==> src/rtl/mc_sequencer_if.sv <==
// Control bundle between the multicycle sequencer and the datapath it steers.
// The sequencer holds the master modport; the datapath side holds the slave modport.
interface mc_sequencer_if #(
  parameter int CNT_W = 32
);
  logic [6:0]       op;
  logic [2:0]       funct3;
  logic             funct7;
  logic             zero;
  logic             sign_flag;
  logic             mem_ready;

  logic             PCWrite;
  logic             IRWrite;
  logic             AdrSrc;
  logic             MemWrite;
  logic             RegWrite;
  logic [1:0]       ResultSrc;
  logic [1:0]       ALUSrcA;
  logic [1:0]       ALUSrcB;
  logic [1:0]       ImmSrc;
  logic [2:0]       ALUControl;
  logic             retire;
  logic             illegal;
  logic [CNT_W-1:0] instret;

  modport master (
    input  op, funct3, funct7, zero, sign_flag, mem_ready,
    output PCWrite, IRWrite, AdrSrc, MemWrite, RegWrite,
    output ResultSrc, ALUSrcA, ALUSrcB, ImmSrc, ALUControl,
    output retire, illegal, instret
  );

  modport slave (
    output op, funct3, funct7, zero, sign_flag, mem_ready,
    input  PCWrite, IRWrite, AdrSrc, MemWrite, RegWrite,
    input  ResultSrc, ALUSrcA, ALUSrcB, ImmSrc, ALUControl,
    input  retire, illegal, instret
  );
endinterface

==> src/rtl/mc_sequencer.sv <==
// Multicycle RV32 control sequencer: one instruction walks FETCH..writeback,
// with datapath controls decoded from the current state and instruction fields.
module mc_sequencer #(
  parameter int CNT_W = 32
) (
  input  logic          clk,
  input  logic          rst,
  mc_sequencer_if.master bus
);

  localparam logic [6:0] OP_LW  = 7'b0000011;
  localparam logic [6:0] OP_SW  = 7'b0100011;
  localparam logic [6:0] OP_R   = 7'b0110011;
  localparam logic [6:0] OP_I   = 7'b0010011;
  localparam logic [6:0] OP_BR  = 7'b1100011;

  typedef enum logic [3:0] {
    FETCH, DECODE, MEMADR, MEMREAD, MEMWB,
    MEMWRITE, EXECR, EXECI, ALUWB, BRANCH
  } state_t;

  state_t           state;
  state_t           next_state;
  logic [CNT_W-1:0] instret_q;

  logic       pcw, irw, adr, memw, regw, ret, ill;
  logic [1:0] rsrc, srca, srcb, aluop;

  function automatic logic [2:0] alu_decode(input logic [1:0] aluop_i,
                                            input logic [2:0] f3,
                                            input logic       op5,
                                            input logic       f7);
    logic [2:0] ctl;
    ctl = 3'b000;
    case (aluop_i)
      2'b01: ctl = 3'b010;
      2'b10: begin
        case (f3)
          3'b000:                                    ctl = (op5 && f7) ? 3'b010 : 3'b000;
          3'b001, 3'b100, 3'b101, 3'b110, 3'b111:    ctl = f3;
          default:                                   ctl = 3'b000;
        endcase
      end
      default: ctl = 3'b000;
    endcase
    return ctl;
  endfunction

  function automatic logic branch_taken(input logic [2:0] f3,
                                        input logic       z,
                                        input logic       s);
    logic t;
    case (f3)
      3'b000:  t = z;
      3'b001:  t = ~z;
      3'b100:  t = s;
      default: t = 1'b0;
    endcase
    return t;
  endfunction

  function automatic logic [1:0] imm_decode(input logic [6:0] opc);
    logic [1:0] imm;
    case (opc)
      OP_SW:   imm = 2'b01;
      OP_BR:   imm = 2'b10;
      default: imm = 2'b00;
    endcase
    return imm;
  endfunction

  // Per-state control decode; every output defaults to 0 and is raised only where it applies.
  always_comb begin
    next_state = state;
    pcw   = 1'b0;
    irw   = 1'b0;
    adr   = 1'b0;
    memw  = 1'b0;
    regw  = 1'b0;
    ret   = 1'b0;
    ill   = 1'b0;
    rsrc  = 2'b00;
    srca  = 2'b00;
    srcb  = 2'b00;
    aluop = 2'b00;
    case (state)
      FETCH: begin
        srcb = 2'b10;
        rsrc = 2'b10;
        pcw  = bus.mem_ready;
        irw  = bus.mem_ready;
        if (bus.mem_ready) next_state = DECODE;
      end
      DECODE: begin
        srca = 2'b01;
        srcb = 2'b01;
        case (bus.op)
          OP_LW, OP_SW: next_state = MEMADR;
          OP_R:         next_state = EXECR;
          OP_I:         next_state = EXECI;
          OP_BR:        next_state = BRANCH;
          default: begin
            ill        = 1'b1;
            ret        = 1'b1;
            next_state = FETCH;
          end
        endcase
      end
      MEMADR: begin
        srca       = 2'b10;
        srcb       = 2'b01;
        next_state = (bus.op == OP_LW) ? MEMREAD : MEMWRITE;
      end
      MEMREAD: begin
        adr = 1'b1;
        if (bus.mem_ready) next_state = MEMWB;
      end
      MEMWB: begin
        rsrc       = 2'b01;
        regw       = 1'b1;
        ret        = 1'b1;
        next_state = FETCH;
      end
      MEMWRITE: begin
        adr  = 1'b1;
        memw = 1'b1;
        if (bus.mem_ready) begin
          ret        = 1'b1;
          next_state = FETCH;
        end
      end
      EXECR: begin
        srca       = 2'b10;
        aluop      = 2'b10;
        next_state = ALUWB;
      end
      EXECI: begin
        srca       = 2'b10;
        srcb       = 2'b01;
        aluop      = 2'b10;
        next_state = ALUWB;
      end
      ALUWB: begin
        regw       = 1'b1;
        ret        = 1'b1;
        next_state = FETCH;
      end
      BRANCH: begin
        srca       = 2'b10;
        aluop      = 2'b01;
        pcw        = branch_taken(bus.funct3, bus.zero, bus.sign_flag);
        ret        = 1'b1;
        next_state = FETCH;
      end
      default: next_state = FETCH;
    endcase
  end

  always_ff @(posedge clk or posedge rst) begin
    if (rst) begin
      state     <= FETCH;
      instret_q <= '0;
    end else begin
      state <= next_state;
      if (ret) instret_q <= instret_q + {{(CNT_W-1){1'b0}}, 1'b1};
    end
  end

  // Write enables and pulses are masked by rst directly so they drop the moment reset asserts.
  assign bus.PCWrite    = pcw  & ~rst;
  assign bus.IRWrite    = irw  & ~rst;
  assign bus.MemWrite   = memw & ~rst;
  assign bus.RegWrite   = regw & ~rst;
  assign bus.retire     = ret  & ~rst;
  assign bus.illegal    = ill  & ~rst;
  assign bus.AdrSrc     = adr;
  assign bus.ResultSrc  = rsrc;
  assign bus.ALUSrcA    = srca;
  assign bus.ALUSrcB    = srcb;
  assign bus.ImmSrc     = imm_decode(bus.op);
  assign bus.ALUControl = alu_decode(aluop, bus.funct3, bus.op[5], bus.funct7);
  assign bus.instret    = instret_q;

endmodule
==> src/flat_wrapper.sv <==
// flat-port wrapper written by rule: the top's interface ports become plain ports
module mc_sequencer_flat 
#(
  parameter int CNT_W = 32
)
  (clk, rst, bus_op, bus_funct3, bus_funct7, bus_zero, bus_sign_flag, bus_mem_ready, bus_PCWrite, bus_IRWrite, bus_AdrSrc, bus_MemWrite, bus_RegWrite, bus_ResultSrc, bus_ALUSrcA, bus_ALUSrcB, bus_ImmSrc, bus_ALUControl, bus_retire, bus_illegal, bus_instret);
  mc_sequencer_if #(.CNT_W(CNT_W)) bus_i ();
  input  logic clk;
  input  logic rst;
  input wire logic [$bits(bus_i.op)-1:0] bus_op;
  input wire logic [$bits(bus_i.funct3)-1:0] bus_funct3;
  input wire logic [$bits(bus_i.funct7)-1:0] bus_funct7;
  input wire logic [$bits(bus_i.zero)-1:0] bus_zero;
  input wire logic [$bits(bus_i.sign_flag)-1:0] bus_sign_flag;
  input wire logic [$bits(bus_i.mem_ready)-1:0] bus_mem_ready;
  output wire logic [$bits(bus_i.PCWrite)-1:0] bus_PCWrite;
  output wire logic [$bits(bus_i.IRWrite)-1:0] bus_IRWrite;
  output wire logic [$bits(bus_i.AdrSrc)-1:0] bus_AdrSrc;
  output wire logic [$bits(bus_i.MemWrite)-1:0] bus_MemWrite;
  output wire logic [$bits(bus_i.RegWrite)-1:0] bus_RegWrite;
  output wire logic [$bits(bus_i.ResultSrc)-1:0] bus_ResultSrc;
  output wire logic [$bits(bus_i.ALUSrcA)-1:0] bus_ALUSrcA;
  output wire logic [$bits(bus_i.ALUSrcB)-1:0] bus_ALUSrcB;
  output wire logic [$bits(bus_i.ImmSrc)-1:0] bus_ImmSrc;
  output wire logic [$bits(bus_i.ALUControl)-1:0] bus_ALUControl;
  output wire logic [$bits(bus_i.retire)-1:0] bus_retire;
  output wire logic [$bits(bus_i.illegal)-1:0] bus_illegal;
  output wire logic [$bits(bus_i.instret)-1:0] bus_instret;
  assign bus_i.op = bus_op;
  assign bus_i.funct3 = bus_funct3;
  assign bus_i.funct7 = bus_funct7;
  assign bus_i.zero = bus_zero;
  assign bus_i.sign_flag = bus_sign_flag;
  assign bus_i.mem_ready = bus_mem_ready;
  assign bus_PCWrite = bus_i.PCWrite;
  assign bus_IRWrite = bus_i.IRWrite;
  assign bus_AdrSrc = bus_i.AdrSrc;
  assign bus_MemWrite = bus_i.MemWrite;
  assign bus_RegWrite = bus_i.RegWrite;
  assign bus_ResultSrc = bus_i.ResultSrc;
  assign bus_ALUSrcA = bus_i.ALUSrcA;
  assign bus_ALUSrcB = bus_i.ALUSrcB;
  assign bus_ImmSrc = bus_i.ImmSrc;
  assign bus_ALUControl = bus_i.ALUControl;
  assign bus_retire = bus_i.retire;
  assign bus_illegal = bus_i.illegal;
  assign bus_instret = bus_i.instret;
  mc_sequencer #(.CNT_W(CNT_W)) u_core (.clk(clk), .rst(rst), .bus(bus_i));
endmodule
==> config.mk <==
export PLATFORM = sky130hd
export DESIGN_NAME = mc_sequencer_flat
export DESIGN_NICKNAME = d
export VERILOG_FILES = /design/src/rtl/mc_sequencer_if.sv /design/src/rtl/mc_sequencer.sv /design/src/flat_wrapper.sv
export SDC_FILE = /design/constraint.sdc
export NUM_CORES = 1
export LEC_CHECK = 0
export CAP_MARGIN = 20
export CORE_ASPECT_RATIO = 1.75
export CORE_UTILIZATION = 47
export CTS_CLUSTER_DIAMETER = 40
export DETAILED_ROUTE_END_ITERATION = 16
export GPL_ROUTABILITY_DRIVEN = 0
export PLACE_DENSITY = 0.85
export SYNTH_ARGS = -nofsm -noshare
export SYNTH_HDL_FRONTEND = slang
export SYNTH_SLANG_ARGS = --single-unit
==> constraint.sdc <==
create_clock -name clk -period 2 [get_ports clk]
set_input_delay 0.2 -clock clk [delete_from_list [all_inputs] [get_ports clk]]
set_output_delay 0.2 -clock clk [all_outputs]
set_load 0.03 [all_outputs]
# Word level (Yosys, flattened, before mapping)

Cells that the tools add are included.

Bits in registers: 36
Latch bits: 0
RAM bits: 0
Memory bits (read-only): 0
Input bits: 16
Memories: 0

Add/subtract/negate cells: 1
Multiply operators: 0
Divide/modulo/power cells: 0
Order comparisons: 0
Equal/unequal tests: 24
Shift-type cells: 0
Mux-type cells: 24
Bitwise logic cells: 8
Reductions and logical operators: 13

Operators with widths:

| cell                    | number |
|---|---|
| $add A32 B1 Y32 const B | 1 |
| $pmux W4 S6             | 1 |
| $pmux W2 S2             | 5 |
| $eq A4 B3 Y1 const B    | 4 |
| $pmux W4 S4             | 1 |
| $eq A7 B6 Y1 const B    | 2 |
| $eq A3 B3 Y1 const B    | 4 |
| $mux W4                 | 3 |
| $pmux W3 S2             | 2 |
| $reduce_or A5 Y1        | 2 |
| $eq A4 B2 Y1 const B    | 2 |
| $eq A4 B4 Y1 const B    | 2 |
| $reduce_or A2 Y1        | 4 |
| $eq A7 B2 Y1 const B    | 1 |
| $eq A7 B5 Y1 const B    | 1 |
| $eq A7 B7 Y1 const B    | 1 |
| $mux W1                 | 7 |
| $and A1 B1 Y1           | 6 |
| $ne A2 B2 Y1 const B    | 3 |
| $pmux W1 S3             | 2 |
| $reduce_or A3 Y1        | 2 |
| $eq A4 B1 Y1 const B    | 1 |
| $logic_not A4 Y1        | 1 |
| $reduce_or A4 Y1        | 1 |
| other kinds (10)        | 11 |

# Depth between registers and ports, before layout

Depth after elaboration: 5
Gate-level depth with buffers: 9
Depth with buffers taken out: 7

# Least setup slack after synthesis

OpenSTA, ideal clock, no wires.

Path type: register -> output
From: register u_core.state[0]
To: output port bus_PCWrite
Arrival: 2.448 ns
Setup slack: -0.648 ns
Cell stages (with the launch flop): 5
Path through: dfrtp_1 > clkbuf_1 > nor4_1 > and3_1 > a21o_1

Word-level cells in the longest chain between the ends: 3
Elaborated cells between the ends (all ways): 4
Classes of those cells: 1 x eq/ne; 1 x mux; 1 x bitwise; 1 x reduce/logical

Ends and longest elaborated chain:

| element                                          | line                | source |
|---|---|---|
| start: declaration                               | mc_sequencer.sv:22  | `state_t state;` |
| start signal: assignment                         | mc_sequencer.sv:164 | `state <= next_state;` |
| $eq A4 B4 Y1 or $logic_not A4 Y1 (tied branches) | mc_sequencer.sv:86  | `case (state)` |
| $pmux W1 S2 (*)                                  | mc_sequencer.sv:86  |  |
| $and A1 B1 Y1 (*)                                | mc_sequencer.sv:170 | `assign bus.PCWrite = pcw & ~rst;` |
| end: declaration                                 | flat_wrapper.sv:16  | `output wire logic [$bits(bus_i.PCWrite)-1:0] bus_PCWrite;` |

Every way passes the cells marked *; elsewhere a longest branch is shown, timed or not.

# Worst setup path after layout

From: register u_core.state[0]
To: output port bus_retire

Word-level cells in the longest chain between the ends: 4
Elaborated cells between the ends (all ways): 8
Classes of those cells: 5 x eq/ne; 1 x mux; 1 x bitwise; 1 x reduce/logical

Ends and longest elaborated chain:

| element                                      | line                | source |
|---|---|---|
| $eq A4 B4 Y1 or $eq A4 B3 Y1 (tied branches) | mc_sequencer.sv:86  |  |
| $reduce_or A3 Y1 (no line)                   | n/a                 |  |
| $pmux W1 S3 (*)                              | mc_sequencer.sv:86  |  |
| $and A1 B1 Y1 (*)                            | mc_sequencer.sv:174 | `assign bus.retire = ret & ~rst;` |
| end: declaration                             | flat_wrapper.sv:26  | `output wire logic [$bits(bus_i.retire)-1:0] bus_retire;` |

Marked as above.

==> impl_metrics.csv <==
group,metric,value,unit
route,drt_first_pass_iters,4,
clock_network,clkSlewWorstSetupHoldPaths,0.08,ns
critical_path,cp-end-kind,"primary output",
global_routing,overflow,0,
timing,hold_slack,0.494,ns
final_layout,final_core_util,72.5,%
power_and_ir_drop,ir_drop,0.663,mV
status,outcome,"complete, no violations",
route,vias_per_cell,5.63,
floorplanning,design.core.area,4400,sq um
critical_path,r2r_cells,6,
global_routing,grt_max_degree,26,
final_layout,layout.nets,339,
timing,period_share,99.2,%
power_and_ir_drop,power.density,721,nW/um^2
timing,worstMarginPinSlew,0.416,ns
logic_synthesis,synth-main-ff-cell,"dfrtp_1",
timing,clock.fmax,504,MHz
route,drt-initial-drc-count,49,
job,cap_violations,0,
floorplanning,die_w,53,um
global_routing,met2_usage,49.4,%
final_layout,drive_gt1_share,22.1,%
route,drc,0,
route,wl_per_cell,15.9,um
final_layout,diodes,0,
critical_path,r2r-end,"u_core.bus.instret[19]",
floorplanning,num_rows,32,
clock_network,clk-insertion-delay-late,0.29,ns
global_routing,grt_pass1_wl,9.21,mm
critical_path,r2r-start,"u_core.state[3]",
clock_network,cts_tree,"yes",
global_routing,grt_busiest_layer,"met2",
route,ant_nets,0,
route,num_vias,2093,
power_and_ir_drop,p_leak,1.37,nW
critical_path,worst_ep_required_time,1.80,ns
timing,finalHoldViolCount,0,
floorplanning,die-area,4840,sq um
placement,dp_hpwl,4.37,mm
logic_synthesis,synthesis.nets,244,
timing,fin_crit,1.98,ns
timing,skew,0.00663,ns
clock_network,holdBufCountCts,0,
critical_path,crit_type,"register to primary output",
final_layout,area_growth,49.3,%
logic_synthesis,synth-seq-area-share,42.1,%
global_routing,met3_usage,4.69,%
clock_network,tritoncts.num_buffers,5,
floorplanning,start_util,48.6,%
critical_path,startpoint_type,"register",
logic_synthesis,ys_seq_elements,36,
logic_synthesis,synthCells,225,
floorplanning,io_pins,66,
logic_synthesis,yosysWarnings,0,
timing,setup_viol,0,
route,totalWireLength,5.91,mm
logic_synthesis,synth_edf_count,0,
critical_path,path_max_fanout,6,
critical_path,slowest_delay,0.44,ns
clock_network,cts_sinks,36,
critical_path,r2r_slack,0.12,ns
timing,maxSlewViolCount,0,
placement,place_ws,-0.0339,ns
logic_synthesis,ys_types,45,
global_routing,antenna_found_initial,0,
placement,io_buffers,65,
logic_synthesis,syn_area,2140,sq um
timing,layout_setup_ws,0.0153,ns
global_routing,grtUsageTotal,26.0,%
clock_network,clock_path_buffers,2,
clock_network,htree_levels,2,
logic_synthesis,postSynth.asyncResetShare,100,%
critical_path,path_cells,"nor2b_4 > nand2_1 > o22ai_2 > and2_1 > buf_4",
timing,relSlewSlack,72.2,%
clock_network,root_buffer,"clkbuf_8",
critical_path,crit_arrival,1.78,ns
critical_path,cp_slowest_cell,"dfrtp_1",
min_path,hold_class,"input port to asynchronous set/reset pin",
global_routing,grt_use_met1,24.8,%
global_routing,first_global_vias,2131,
floorplanning,die_y,91.3,um
logic_synthesis,postSynthAreaPerCell,9.51,sq um
timing,rsz0062_at_grt,"true",
[registers in the layout (all words and copies together) (netlist names)]
| register | flops |
|---|---|
| u_core.state | 4 |
| u_core.bus.instret | 32 |
[report_power, final]
group | internal [mW] | leakage [nW] | switching [mW] | total, mW
clock | 0.279 | 0.0434 | 0.266 | 0.545
sequential | 0.803 | 0.453 | 0.105 | 0.908
combinational | 0.381 | 0.873 | 0.471 | 0.851
total | 1.46 | 1.37 | 0.842 | 2.30
[cell families after synthesis]
group / synth area share, %
AND/OR/NAND/NOR: 31.5
adder cells (fa/ha/maj): 1.75
AO/OA/AOI/OAI: 6.20
flip-flops: 42.1
multiplexers: 1.46
buffers and inverters: 3.45
XOR/XNOR: 13.5
[cell usage after synthesis (3+ instances only)]
cell type	count	area [sq um]
dfrtp_1	36	901
xnor2_1	24	210
nand2_1	15	56.3
nand4_1	14	87.6
nor2_1	14	52.6
nor3_1	12	60.1
nand3_1	11	55.1
and3_1	10	62.6
xor2_1	9	78.8
a21oi_1	8	40.0
and2_1	7	43.8
clkbuf_1	5	18.8
nor2b_1	5	31.3
nand2b_1	4	25.0
nor3b_1	4	30.0
and4_1	3	26.3
ha_1	3	37.5
inv_1	3	11.3
o21ai_0	3	15.0
[layer usage]
layer	wire length, um	vias up
li1	-	985
met1	2140	1013
met2	3290	77
met3	285	18
met4	201	0
met5	0	-
[how the worst max path moves through the flow]
stage / slack [ns] / startpoint / endpoint / cells after the start
5_1_grt: -0.09 / u_core.state[0] / bus_retire / 5
6_report: 0.02 / u_core.state[0] / bus_retire / 5
2_1_floorplan: -0.02 / u_core.state[0] / bus_PCWrite / 4
4_1_cts: 0.002 / u_core.state[0] / bus_ALUControl[0] / 6
3_5_place_dp: -0.03 / bus_mem_ready / u_core.bus.instret[19] / 7
3_3_place_gp: 0.07 / bus_mem_ready / u_core.bus.instret[23] / 7
[final cells by class]
| cell class | instances | area (sq um) |
|---|---|---|
| multi-input cells | 174 | 1220 |
| well taps | 51 | 63.8 |
| repair buffers | 99 | 895 |
| inverters | 4 | 15.0 |
| clock buffers | 6 | 82.6 |
| flip-flops and latches | 36 | 903 |
| clock inverters | 2 | 15.0 |
| fillers | 335 | 1210 |
[cells in the final DEF (no fill, tap or decap), types with 3 or more instances in the layout]
cell / Yosys / routed
a21oi_1: 8 / 6
and2_1: 7 / 7
and3_1: 10 / 10
and4_1: 3 / 3
buf_4: 2 / 41
clkbuf_8: 0 / 6
clkdlybuf4s50_1: 0 / 47
dfrtp_1: 36 / 34
dlygate4sd2_1: 0 / 7
inv_1: 3 / 3
nand2_1: 15 / 14
nand2b_1: 4 / 4
nand3_1: 11 / 11
nand4_1: 14 / 14
nor2_1: 14 / 14
nor2b_1: 5 / 5
nor3_1: 12 / 11
nor3b_1: 4 / 4
o21ai_0: 3 / 3
xnor2_1: 24 / 24
xor2_1: 9 / 9
[per-stage QoR]
stage	instances	power (mW)	TNS (ns)	area (sq um)
finish	372	2.30	0	3190
global route	372	2.41	-0.106	3190
CTS	370	2.31	0	3140
detailed placement	360	1.77	-0.0515	3030
global placement	360	1.75	0	3030
floorplan	225	1.37	-0.0218	2160
[worst max-delay path, delay by kind of cell (launching register included)]
family	cells	cell delay, ns
AOI/OAI and AO/OA	1	0.34
buffers and inverters	1	0.16
DFF	1	0.44
and+or+nand+nor	3	0.56
[what timing repair did]
| action | in CTS | in global routing |
|---|---|---|
| endpoints found under the setup margin | 9 | 4 |
| buffers inserted | 2 | 2 |
| resized for setup | 9 | 9 |
| cloned | 0 | 0 |
| pin swaps | 1 | 0 |
(Power assumes the default switching activity.)
